<file path="src/rtl/cpu7_exu_pipe_ctl.sv">
// cpu7_exu_pipe_ctl
//   Pipeline control for the D/E/M/W integer path: per-stage valid/rd/wen
//   tracking, IRF write-port drive, RAW hazard resolution and redirect flush.
//   Optional macro: CPU7_EXU_BYPASS_EN
//     defined   -> full E/M/W forwarding network, only load-use stalls D.
//     undefined -> operands straight from the IRF, D stalls on any RAW
//                  match until the producer has left W.
module cpu7_exu_pipe_ctl #(
  parameter int GRLEN = 32,
  parameter int RF_AW = 5
) (
  input  logic             clk,
  input  logic             resetn,
  input  logic             ifu_exu_valid,
  input  logic [RF_AW-1:0] ifu_exu_rs1_d,
  input  logic [RF_AW-1:0] ifu_exu_rs2_d,
  input  logic             ifu_exu_rs1_rd_d,
  input  logic             ifu_exu_rs2_rd_d,
  input  logic             ifu_exu_rf_wen_d,
  input  logic [RF_AW-1:0] ifu_exu_rd_d,
  input  logic             ifu_exu_ld_d,
  input  logic [GRLEN-1:0] irf_ecl_rs1_data_d,
  input  logic [GRLEN-1:0] irf_ecl_rs2_data_d,
  input  logic [GRLEN-1:0] alu_ecl_res_e,
  input  logic [GRLEN-1:0] lsu_ecl_data_m,
  input  logic             exu_flush,
  output logic             ecl_stall_d,
  output logic [GRLEN-1:0] ecl_rs1_data_d,
  output logic [GRLEN-1:0] ecl_rs2_data_d,
  output logic             ecl_valid_e,
  output logic             ecl_irf_wen_w,
  output logic [RF_AW-1:0] ecl_irf_rd_w,
  output logic [GRLEN-1:0] ecl_irf_rd_data_w
);

  // E stage control
  logic             r_valid_e;
  logic             r_rf_wen_e;
  logic             r_ld_e;
  logic [RF_AW-1:0] r_rd_e;

  // M stage control plus the ALU result captured when leaving E
  logic             r_valid_m;
  logic             r_rf_wen_m;
  logic             r_ld_m;
  logic [RF_AW-1:0] r_rd_m;
  logic [GRLEN-1:0] r_alu_m;

  // W stage: these registers are the IRF write port
  logic             r_wen_w;
  logic [RF_AW-1:0] r_rd_w;
  logic [GRLEN-1:0] r_data_w;

  logic             w_wen_e;
  logic             w_wen_m;
  logic [GRLEN-1:0] w_data_m;
  logic             w_m1_e, w_m1_m, w_m1_w;
  logic             w_m2_e, w_m2_m, w_m2_w;
  logic             w_stall_raw;
  logic             w_d_accept;
  logic [GRLEN-1:0] w_rs1_data;
  logic [GRLEN-1:0] w_rs2_data;

  // A stage only writes when live, enabled and not targeting hard-zero r0;
  // this also keeps r0 out of every forwarding match below.
  assign w_wen_e  = r_valid_e & r_rf_wen_e & (r_rd_e != '0);
  assign w_wen_m  = r_valid_m & r_rf_wen_m & (r_rd_m != '0);
  assign w_data_m = r_ld_m ? lsu_ecl_data_m : r_alu_m;

  assign w_m1_e = ifu_exu_rs1_rd_d & w_wen_e & (r_rd_e == ifu_exu_rs1_d);
  assign w_m1_m = ifu_exu_rs1_rd_d & w_wen_m & (r_rd_m == ifu_exu_rs1_d);
  assign w_m1_w = ifu_exu_rs1_rd_d & r_wen_w & (r_rd_w == ifu_exu_rs1_d);
  assign w_m2_e = ifu_exu_rs2_rd_d & w_wen_e & (r_rd_e == ifu_exu_rs2_d);
  assign w_m2_m = ifu_exu_rs2_rd_d & w_wen_m & (r_rd_m == ifu_exu_rs2_d);
  assign w_m2_w = ifu_exu_rs2_rd_d & r_wen_w & (r_rd_w == ifu_exu_rs2_d);

`ifdef CPU7_EXU_BYPASS_EN
  // Load data only exists from M onward, so a load in E cannot be forwarded.
  assign w_stall_raw = r_ld_e & (w_m1_e | w_m2_e);
`else
  // Without forwarding D waits until no in-flight producer matches.
  assign w_stall_raw = w_m1_e | w_m1_m | w_m1_w | w_m2_e | w_m2_m | w_m2_w;
`endif

  // A redirect kills D anyway, so holding it would only waste the refetch.
  assign ecl_stall_d = w_stall_raw & ~exu_flush & resetn;
  assign w_d_accept  = ifu_exu_valid & ~ecl_stall_d & ~exu_flush;

  // Operand select: youngest producer wins, IRF read data is the fallback.
  // NOTE: defaults first so every path assigns both outputs and no latch is inferred.
  always_comb begin
    w_rs1_data = irf_ecl_rs1_data_d;
    w_rs2_data = irf_ecl_rs2_data_d;
`ifdef CPU7_EXU_BYPASS_EN
    if (w_m1_e)      w_rs1_data = alu_ecl_res_e;
    else if (w_m1_m) w_rs1_data = w_data_m;
    else if (w_m1_w) w_rs1_data = r_data_w;
    if (w_m2_e)      w_rs2_data = alu_ecl_res_e;
    else if (w_m2_m) w_rs2_data = w_data_m;
    else if (w_m2_w) w_rs2_data = r_data_w;
`endif
  end

  assign ecl_rs1_data_d = w_rs1_data;
  assign ecl_rs2_data_d = w_rs2_data;

  // D -> E: a rejected, stalled or flushed D leaves a bubble in E.
  // NOTE: non-blocking assignments so every stage samples the pre-edge value of its predecessor.
  always_ff @(posedge clk or negedge resetn) begin
    if (!resetn) begin
      r_valid_e  <= 1'b0;
      r_rf_wen_e <= 1'b0;
      r_ld_e     <= 1'b0;
      r_rd_e     <= '0;
    end else begin
      r_valid_e  <= w_d_accept;
      r_rf_wen_e <= w_d_accept & ifu_exu_rf_wen_d;
      r_ld_e     <= w_d_accept & ifu_exu_ld_d;
      r_rd_e     <= ifu_exu_rd_d;
    end
  end

  // E -> M -> W: a flush kills the E occupant, so M receives a bubble.
  // NOTE: data registers are reset too because they drive the IRF write port directly.
  always_ff @(posedge clk or negedge resetn) begin
    if (!resetn) begin
      r_valid_m  <= 1'b0;
      r_rf_wen_m <= 1'b0;
      r_ld_m     <= 1'b0;
      r_rd_m     <= '0;
      r_alu_m    <= '0;
      r_wen_w    <= 1'b0;
      r_rd_w     <= '0;
      r_data_w   <= '0;
    end else begin
      r_valid_m  <= r_valid_e & ~exu_flush;
      r_rf_wen_m <= r_rf_wen_e;
      r_ld_m     <= r_ld_e;
      r_rd_m     <= r_rd_e;
      r_alu_m    <= alu_ecl_res_e;
      r_wen_w    <= w_wen_m;
      r_rd_w     <= r_rd_m;
      r_data_w   <= w_data_m;
    end
  end

  assign ecl_valid_e       = r_valid_e;
  assign ecl_irf_wen_w     = r_wen_w;
  assign ecl_irf_rd_w      = r_rd_w;
  assign ecl_irf_rd_data_w = r_data_w;

endmodule

</file>
<file path="config.mk">
export PLATFORM = sky130hd
export DESIGN_NAME = cpu7_exu_pipe_ctl
export DESIGN_NICKNAME = d
export VERILOG_FILES = /design/src/rtl/cpu7_exu_pipe_ctl.sv
export SDC_FILE = /design/constraint.sdc
export NUM_CORES = 1
export LEC_CHECK = 0
export ABC_AREA = 1
export BUFFER_PORTS_ARGS = -buffer_cell sky130_fd_sc_hd__buf_4
export CORE_MARGIN = 3
export CORE_UTILIZATION = 25
export CTS_CLUSTER_SIZE = 28
export DETAILED_ROUTE_END_ITERATION = 7
export HOLD_SLACK_MARGIN = 0.06
export PLACE_DENSITY = 0.58
export REMOVE_ABC_BUFFERS = 1
export SETUP_SLACK_MARGIN = 0.3
export SYNTH_ARGS = -nofsm -noshare
export SYNTH_HDL_FRONTEND = slang
export SYNTH_SLANG_ARGS = --single-unit
</file>
<file path="constraint.sdc">
create_clock -name clk -period 1.35 [get_ports clk]
set_clock_uncertainty 0.05 [all_clocks]
set_input_delay 0.2025 -clock clk [delete_from_list [all_inputs] [get_ports clk]]
set_output_delay 0.2025 -clock clk [all_outputs]
set_load 0.01 [all_outputs]
</file>
==> reports/summary.md, run 1 <==
## GRT
- total global routing overflow: 0
- maximum number of pins on one net before global-route repair: 87
- number of antenna violations at the first check in global routing: 0
- GRT Overall Usage: 0.168
- wire length of the first global-routing pass: 19.7 mm
- number of global-route vias before repair: 3,290

## Status
- run status: finished with violations
- violations in the final reports: negative setup slack

## Drt
- highest routing layer actually used: met5
- iteration count of the initial detailed-routing pass: 4
- Routed wire per std cell: 19.9 microns
- vias after detailed routing: 2,807
- routed vias/inst: 4.18
- met2 wire length: 5.47 mm
- Routed Antenna Nets: 0
- metal1 wirelength: 5.31 mm
- number of remaining DRC errors: 0
- drt total wl: 13.3 mm
- first-iteration detailed-routing DRC count: 129
- met3 wire len: 2.27 mm

## Power
- Total Power Consumption: 6.32 mW
- Leakage: 2.93 nW
- total power divided by cell area: 1050 nW/um^2
- peak ir drop on the vdd network: 0.000702 V

## Floorplan
- Starting Density: 0.258
- width of the chip: 126 microns
- core box area: 14,000 sq um
- placement row count: 43
- top-level I/O count: 255
- Die Area: 16,000 sq um
- Chip Height: 126 microns

## Finish
- layout overhead on the synthesized area: 65.7%
- Post-layout nets: 638
- number of fill cells: 1,308
- layout cell share with drive strength beyond 1: 0.494
- antenna diode instance count: 0

## Timing
- Tcrit/Tclk final: 1.41
- hold violation total from the final report: 0
- unrepaired setup endpoints after global routing: true
- worst slew pin tran: 443 ps
- time the final worst path needs with I/O delays and setup: 1900 ps
- number of setup violations in the final report: 4
- maximum clock frequency: 0.525 GHz
- fin worst setup slack: -553 ps
- final number of max-transition violations: 0
- worst-case hold slack: 84.7 ps
- relative slew slack: 0.704
- sum of negative setup slack: -772 ps

## CTS
- maximum clock insertion buffer count: 2
- clock-pin transition on the worst setup and hold timing paths: 60 ps
- Root Driver: clkbuf_16
- number of H-tree branching levels: 3
- worst skew pair latency: 330 ps
- clock buffers created by TritonCTS: 9
- sink count of the clock tree: 86
- TritonCTS clock tree: done

## Synthesis
- number of instances in the synthesized netlist: 321
- sequential-to-total area share from yosys stat: 0.594
- syn avg cell area: 11.3 sq um
- Post-Syn Area: 3620 sq um
- synth warn: 0
- number of distinct library cells after synthesis: 20
- number of flip-flops and latches in the synthesized netlist: 86

## Critical path
- kind of end point of the critical path: primary output
- critical path cell sequence: nor2_2, nand3_2, nand2_1, inv_2, nand3_2, nand2_1, nand2_1, nand3_2, nand2_2, inv_1, buf_6
- data arrival time of the worst path: 1650 ps
- element type at the critical path start: flip-flop
- Crit Path Class: flip-flop to primary output
- master of the slowest instance on the critical path: dfrtp_1
- worst-path maximum fanout: 4
- worst stage delay on the critical path: 450 ps
- Crit path required time: 1100 ps

## Placement
- Final Wtd Congestion: 0.831
- DP HPWL: 9.42 mm
- IO Port Bufs: 126

## Worst hold path
- Tightest Hold Check Type: primary input to flip-flop

## Run
- max-capacitance violation count: 0

[state kept, by name, indices dropped and copies added (netlist names)]
name               cells
ecl_irf_rd_data_w     32
r_alu_m               32
ecl_irf_rd_w           5
r_rd_e                 5
r_rd_m                 5
ecl_irf_wen_w          1
ecl_valid_e            1
r_ld_e                 1
r_ld_m                 1
r_rf_wen_e             1
r_rf_wen_m             1
r_valid_m              1
[area by class of cell]
class / instances / area, sq um / share of cell area
Sequential cell: 86 / 2160 / 0.360
Timing Repair Buffer: 223 / 2150 / 0.359
Multi-Input combinational cell: 137 / 1040 / 0.174
Clock buffer: 10 / 239 / 0.0398
Tap cell: 180 / 225 / 0.0375
Inverter: 30 / 115 / 0.0192
Clock inverter: 6 / 61.3 / 0.0102
[power by group]
part / switching (mW) / internal (mW) / total [mW]
logic: 0.370 / 0.664 / 1.03
registers: 0.0845 / 2.73 / 2.81
clock network: 0.999 / 1.48 / 2.48
total: 1.45 / 4.87 / 6.32
[worst paths after layout]
check / from / endpoint / slack [ps] / cells past startpoint
setup / recovery: r_rd_m[2] / ecl_stall_d / -550 / 11
hold / removal: lsu_ecl_data_m[24] / ecl_irf_rd_data_w[24] / 80 / 2
setup reg to reg: r_rd_m[2] / r_rf_wen_e / -90 / 11
hold reg to reg: r_ld_e / r_ld_m / 300 / 0
max in group asynchronous: resetn / r_rd_e[0] / 430 / 3
min in group asynchronous: resetn / ecl_irf_rd_data_w[3] / 470 / 3
[layout by cell type, fill, tap and decap left out, types with 4 or more instances in the layout]
cell type and n:
o21ai_0 4, buf_4 93, nor2_1 23, inv_2 9, inv_1 20, nand3_2 5
buf_6 51, dlygate4sd3_1 72, nand2_2 10, dfrtp_2 7, dfrtp_1 79, buf_12 4
mux2_4 32, nand2_1 33, nor2_2 6, xor2_1 6, clkbuf_16 10, nand3_1 5
[per-layer routing]
layer | track usage | vias to the layer above
met5 | 0.0836 | -
li1 | - | 1266
met3 | 0.141 | 15
met2 | 0.223 | 211
met1 | 0.196 | 1309
met4 | 0.0486 | 6
[cells in the mapped netlist, drive strengths merged]
master / instances / area (sq um)
nand3: 10 / 65.1
clkinv: 1 / 3.75
clkbuf: 1 / 3.75
buf: 67 / 495
nor2: 29 / 109
mux2: 32 / 360
xor2: 6 / 52.6
nand2: 43 / 169
inv: 29 / 109
xnor2: 3 / 26.3
dfrtp: 86 / 2150
nor3: 6 / 35.0
o21ai: 8 / 40.0
[stage by stage]
step / worst slack (ps) / utilization / instances / cell area, sq um
3_3_place_gp: -280 / 0.314 / 570 / 4410
6_report: -553 / 0.427 / 672 / 6000
5_1_grt: -658 / 0.427 / 672 / 6000
4_1_cts: -567 / 0.417 / 666 / 5850
3_5_place_dp: -229 / 0.314 / 570 / 4410
2_1_floorplan: -160 / - / 253 / 3120
[worst max-delay path, delay by kind of cell (launching register included)]
family / cells / cell delay [ps]
simple gates: 8 / 660
flops: 1 / 450
buf+inv: 3 / 210
[cells by family (layout without fill, tap and decap cells)]
logic type | after synthesis | count (layout) | synth area share
buffers and inverters | 98 | 269 | 0.169
and+or+nand+nor | 88 | 88 | 0.104
DFF | 86 | 86 | 0.594
AOI/OAI and AO/OA | 8 | 8 | 0.0111
muxes | 32 | 32 | 0.0995
xor gates and xnor gates | 9 | 9 | 0.0218
[timing repair]
item                                    in CTS  in global routing
gates resized for setup                     85                 33
endpoints found under the hold margin      157                  0
endpoints found under the setup margin      75                 75
buffers inserted                             6                  5
hold buffers                                72                  0
gates cloned                                 2                  1
pin swaps                                    5                 11
No activity file was read; power rests on OpenSTA's default activity.
==> inputs of run 2 (changes only) <==
Settings changed: ABC_AREA 1 to default, PLACE_DENSITY 0.58 to 0.59.
==> run 2 against run 1 <==
The flow still finishes with violations (negative setup slack). Clock-buffer cell count up 1. Area after synthesis down 3.9%. Sequential power about the same. Core utilization up 0.89 points. First-iteration DRC count down 64%. Sequential cell count unchanged. Register-to-register slack worse by 300 ps. Power down 0.51%. Die area down 3.7%. Non-clock buffer count up 4. Critical path depth down 5. Sequential share of layout area up 0.70 points. Largest cell class is now buffers. Highest routed layer unchanged.
==> reports/summary.md, run 2 <==
## Synthesis
- EDFF count, synth: 0, unchanged
- adder and majority gate portion of the synthesized area: 0, unchanged
- number of flip-flops and latches in the synthesized netlist: 86, unchanged
- simple logic cell fraction of the synthesized area: 0.0363, -0.0680
- post-synthesis cell type with the largest combined area: dfrtp_1
- async set-or-reset flop fraction in the synthesized netlist: 1.00, unchanged
- combinational family with the most area after synthesis: buffers and inverters
- xor/xnor share of the synthesized area: 0.0755, +0.0537
- multiplexer fraction of the synthesized cell area: 0.104, +0.00401
- synth warn: 0, unchanged
- number of instances in the synthesized netlist: 246, -23%
- Post-Syn Area: 3480 sq um, -3.9%
- sequential-to-total area share from yosys stat: 0.618, +0.0239
- top post-synthesis cells by count: 86 x dfrtp_1, 64 x buf_4, 22 x mux2_1
- Synth Flop Type: dfrtp_1
- area fraction of the dominant cell type after synthesis: 0.618, +0.0239
- area fraction in compound gates after synthesis: 0.0237, +0.0127
- cell with the most instances after synthesis: dfrtp_1
- leading cell types by total area after synthesis: dfrtp_1 62%, buf_4 14%, mux2_1 7.1%
- syn avg cell area: 14.1 sq um, +25%
- number of distinct library cells after synthesis: 29, +45%

## CTS
- worst skew pair latency: 340 ps, about the same
- TritonCTS clock tree: done
- sink count of the clock tree: 86, unchanged
- clock buffers created by TritonCTS: 9, unchanged
- maximum clock insertion buffer count: 2, unchanged
- number of H-tree branching levels: 3, unchanged
- Root Driver: clkbuf_16
- clock-pin transition on the worst setup and hold timing paths: 70 ps, about the same

## GRT
- GR met3 Demand/Resource: 0.143, +0.00112
- wire length of the first global-routing pass: 18.6 mm, -5.8%
- maximum number of pins on one net before global-route repair: 70, -20%
- number of global-route vias before repair: 2,890, -12%
- total global routing overflow: 0, unchanged
- GRT Overall Usage: 0.174, +0.00558
- met2 GRT Util: 0.231, +0.00793
- layer with the highest usage after global routing: met2
- number of antenna violations at the first check in global routing: 0, unchanged
- global routing met1 resource utilization: 0.201, +0.00466

## Timing
- number of setup violations in the final report: 4, unchanged
- final number of max-transition violations: 0, unchanged
- fin worst setup slack: -855 ps, -302 ps
- worst slew pin tran: 320 ps, -124 ps
- relative slew slack: 0.785, +0.0805
- time the final worst path needs with I/O delays and setup: 2210 ps, +302 ps
- hold violation total from the final report: 0, unchanged
- Tcrit/Tclk final: 1.63, +0.224
- maximum clock frequency: 0.453 GHz, -14%
- sum of negative setup slack: -1920 ps, -1150 ps
- unrepaired setup endpoints after global routing: true

## Drt
- vias after detailed routing: 2,563, -8.7%
- routed vias/inst: 4.29, +2.8%
- Routed wire per std cell: 22.1 microns, +11%
- number of remaining DRC errors: 0, unchanged
- iteration count of the initial detailed-routing pass: 4, unchanged
- Routed Antenna Nets: 0, unchanged
- drt total wl: 13.2 mm, -1.1%
- first-iteration detailed-routing DRC count: 46, -64%

## Floorplan
- Chip Height: 124 microns, -1.9%
- core box area: 13,500 sq um, -4.2%
- Die Area: 15,400 sq um, -3.7%
- top-level I/O count: 255, unchanged
- Starting Density: 0.259, +0.000879
- placement row count: 42, -2.3%
- width of the chip: 124 microns, -1.9%

## Critical path
- worst-path maximum fanout: 4, unchanged
- Crit Path Class: flip-flop to primary output
- Crit path required time: 1100 ps, about the same
- element type at the critical path start: flip-flop
- kind of end point of the critical path: primary output
- data arrival time of the worst path: 1950 ps, +300 ps
- FF-to-FF End: r_ld_e
- R2R setup slack: -390 ps, -300 ps
- cell count of the worst reg-to-reg path: 7, -4
- R2R Path Start: r_rd_m[1]

## Run
- max-capacitance violation count: 0, unchanged

## Worst hold path
- endpoint of the worst hold-timing path: r_ld_e
- start point of the worst hold path: exu_flush
- Tightest Hold Check Type: primary input to flip-flop
- cell count of the worst hold path: 4, +2

## Status
- run status: finished with violations
- violations in the final reports: negative setup slack

## Power
- total power divided by cell area: 1070 nW/um^2, +1.7%
- Total Power Consumption: 6.29 mW, -0.51%
- peak ir drop on the vdd network: 0.000735 V, +4.7%
- Leakage: 2.70 nW, -8.0%

## Placement
- Placement Cell Area: 4310 sq um, -2.3%
- IO Port Bufs: 126, unchanged
- Final Wtd Congestion: 0.731, -12%
- DP HPWL: 9.10 mm, -3.4%
- pre-CTS setup slack: -498 ps, -269 ps

## Finish
- layout overhead on the synthesized area: 68.6%
- layout cell share with drive strength beyond 1: 0.508, +0.0144
- commonest cells after routing, fill and taps aside: 100 x buf_4, 84 x dfrtp_1, 73 x dlygate4sd3_1, 48 x buf_6, 32 x mux2_4
- utilization after layout: 0.436, +0.00895
- post-route standard cell area excluding fillers: 5870 sq um, -2.2%
- Post-layout nets: 567, -11%
- most common library cell in the layout ignoring fill and taps: buf_4
- antenna diode instance count: 0, unchanged

run 2: cell count changes after synthesis, moves of 10 or more:
cell     before  now
inv_1        24    0
mux2_1        2   22
mux2_2       30   10
nand2_1      40    2
nor2_1       29    1
xnor2_1       3   14
xor2_1        6   16
run 2: final cells by class:
class	instances	area, sq um
Tap cell	176	220
Sequential cell	86	2150
Fill cell	1242	7580
Multi-Input combinational cell	92	1030
Timing Repair Buffer	227	2170
Clock buffer	11	233
Clock inverter	5	58.8
run 2: critical path, stage by stage, from the launching register on:
cell,delay [ps]
dfrtp_1,430
or3_4,390
o311a_4,330
nand2_4,90
a2bb2oi_4,170
a21oi_2,70
buf_4,140
run 2: worst max-delay path by stage:
stage	start	end	slack, ps	cells past startpoint
2_1_floorplan	r_rd_e[3]	ecl_stall_d	-300	5
3_3_place_gp	r_rd_e[3]	ecl_stall_d	-450	6
3_5_place_dp	r_rd_m[1]	ecl_stall_d	-500	6
4_1_cts	r_rd_m[1]	ecl_stall_d	-880	6
5_1_grt	r_rd_e[1]	ecl_stall_d	-920	6
6_report	r_rd_m[1]	ecl_stall_d	-860	6
run 2: kinds of logic after synthesis:
| family | count (synthesis) |
|---|---|
| AO/OA/AOI/OAI | 8 |
| XOR/XNOR | 30 |
| multiplexers | 32 |
| buffers and inverters | 68 |
| flip-flops | 86 |
| AND/OR/NAND/NOR | 22 |
run 2: per-stage QoR:
| stage | hold slack, ps | instances |
|---|---|---|
| 4_1_cts | 89.3 | 593 |
| 5_1_grt | 121 | 597 |
| 6_report | 113 | 597 |
| 3_5_place_dp | 158 | 498 |
| 2_1_floorplan | -143 | 178 |
| 3_3_place_gp | 155 | 498 |
run 2: where the power goes:
part | switching [mW] | leakage (nW) | internal [mW]
clock network | 1.03 | 0.141 | 1.44
logic | 0.343 | 1.54 | 0.668
registers | 0.0841 | 1.01 | 2.72
total | 1.45 | 2.70 | 4.83
run 2: what timing repair did:
action / in CTS / in global routing
setup buffers: 3 / 3
pin swaps: 7 / 4
endpoints found under the hold margin: 158 / 0
hold buffers: 73 / 0
gates resized for setup: 83 / 15
cloned: 3 / 1
setup endpoints to repair: 76 / 141
run 2: routing by layer:
layer / wire [microns] / vias up
met2: 5460 / 206
met4: 203 / 6
li1: - / 1089
met3: 2280 / 20
met1: 5070 / 1242
met5: 164 / -
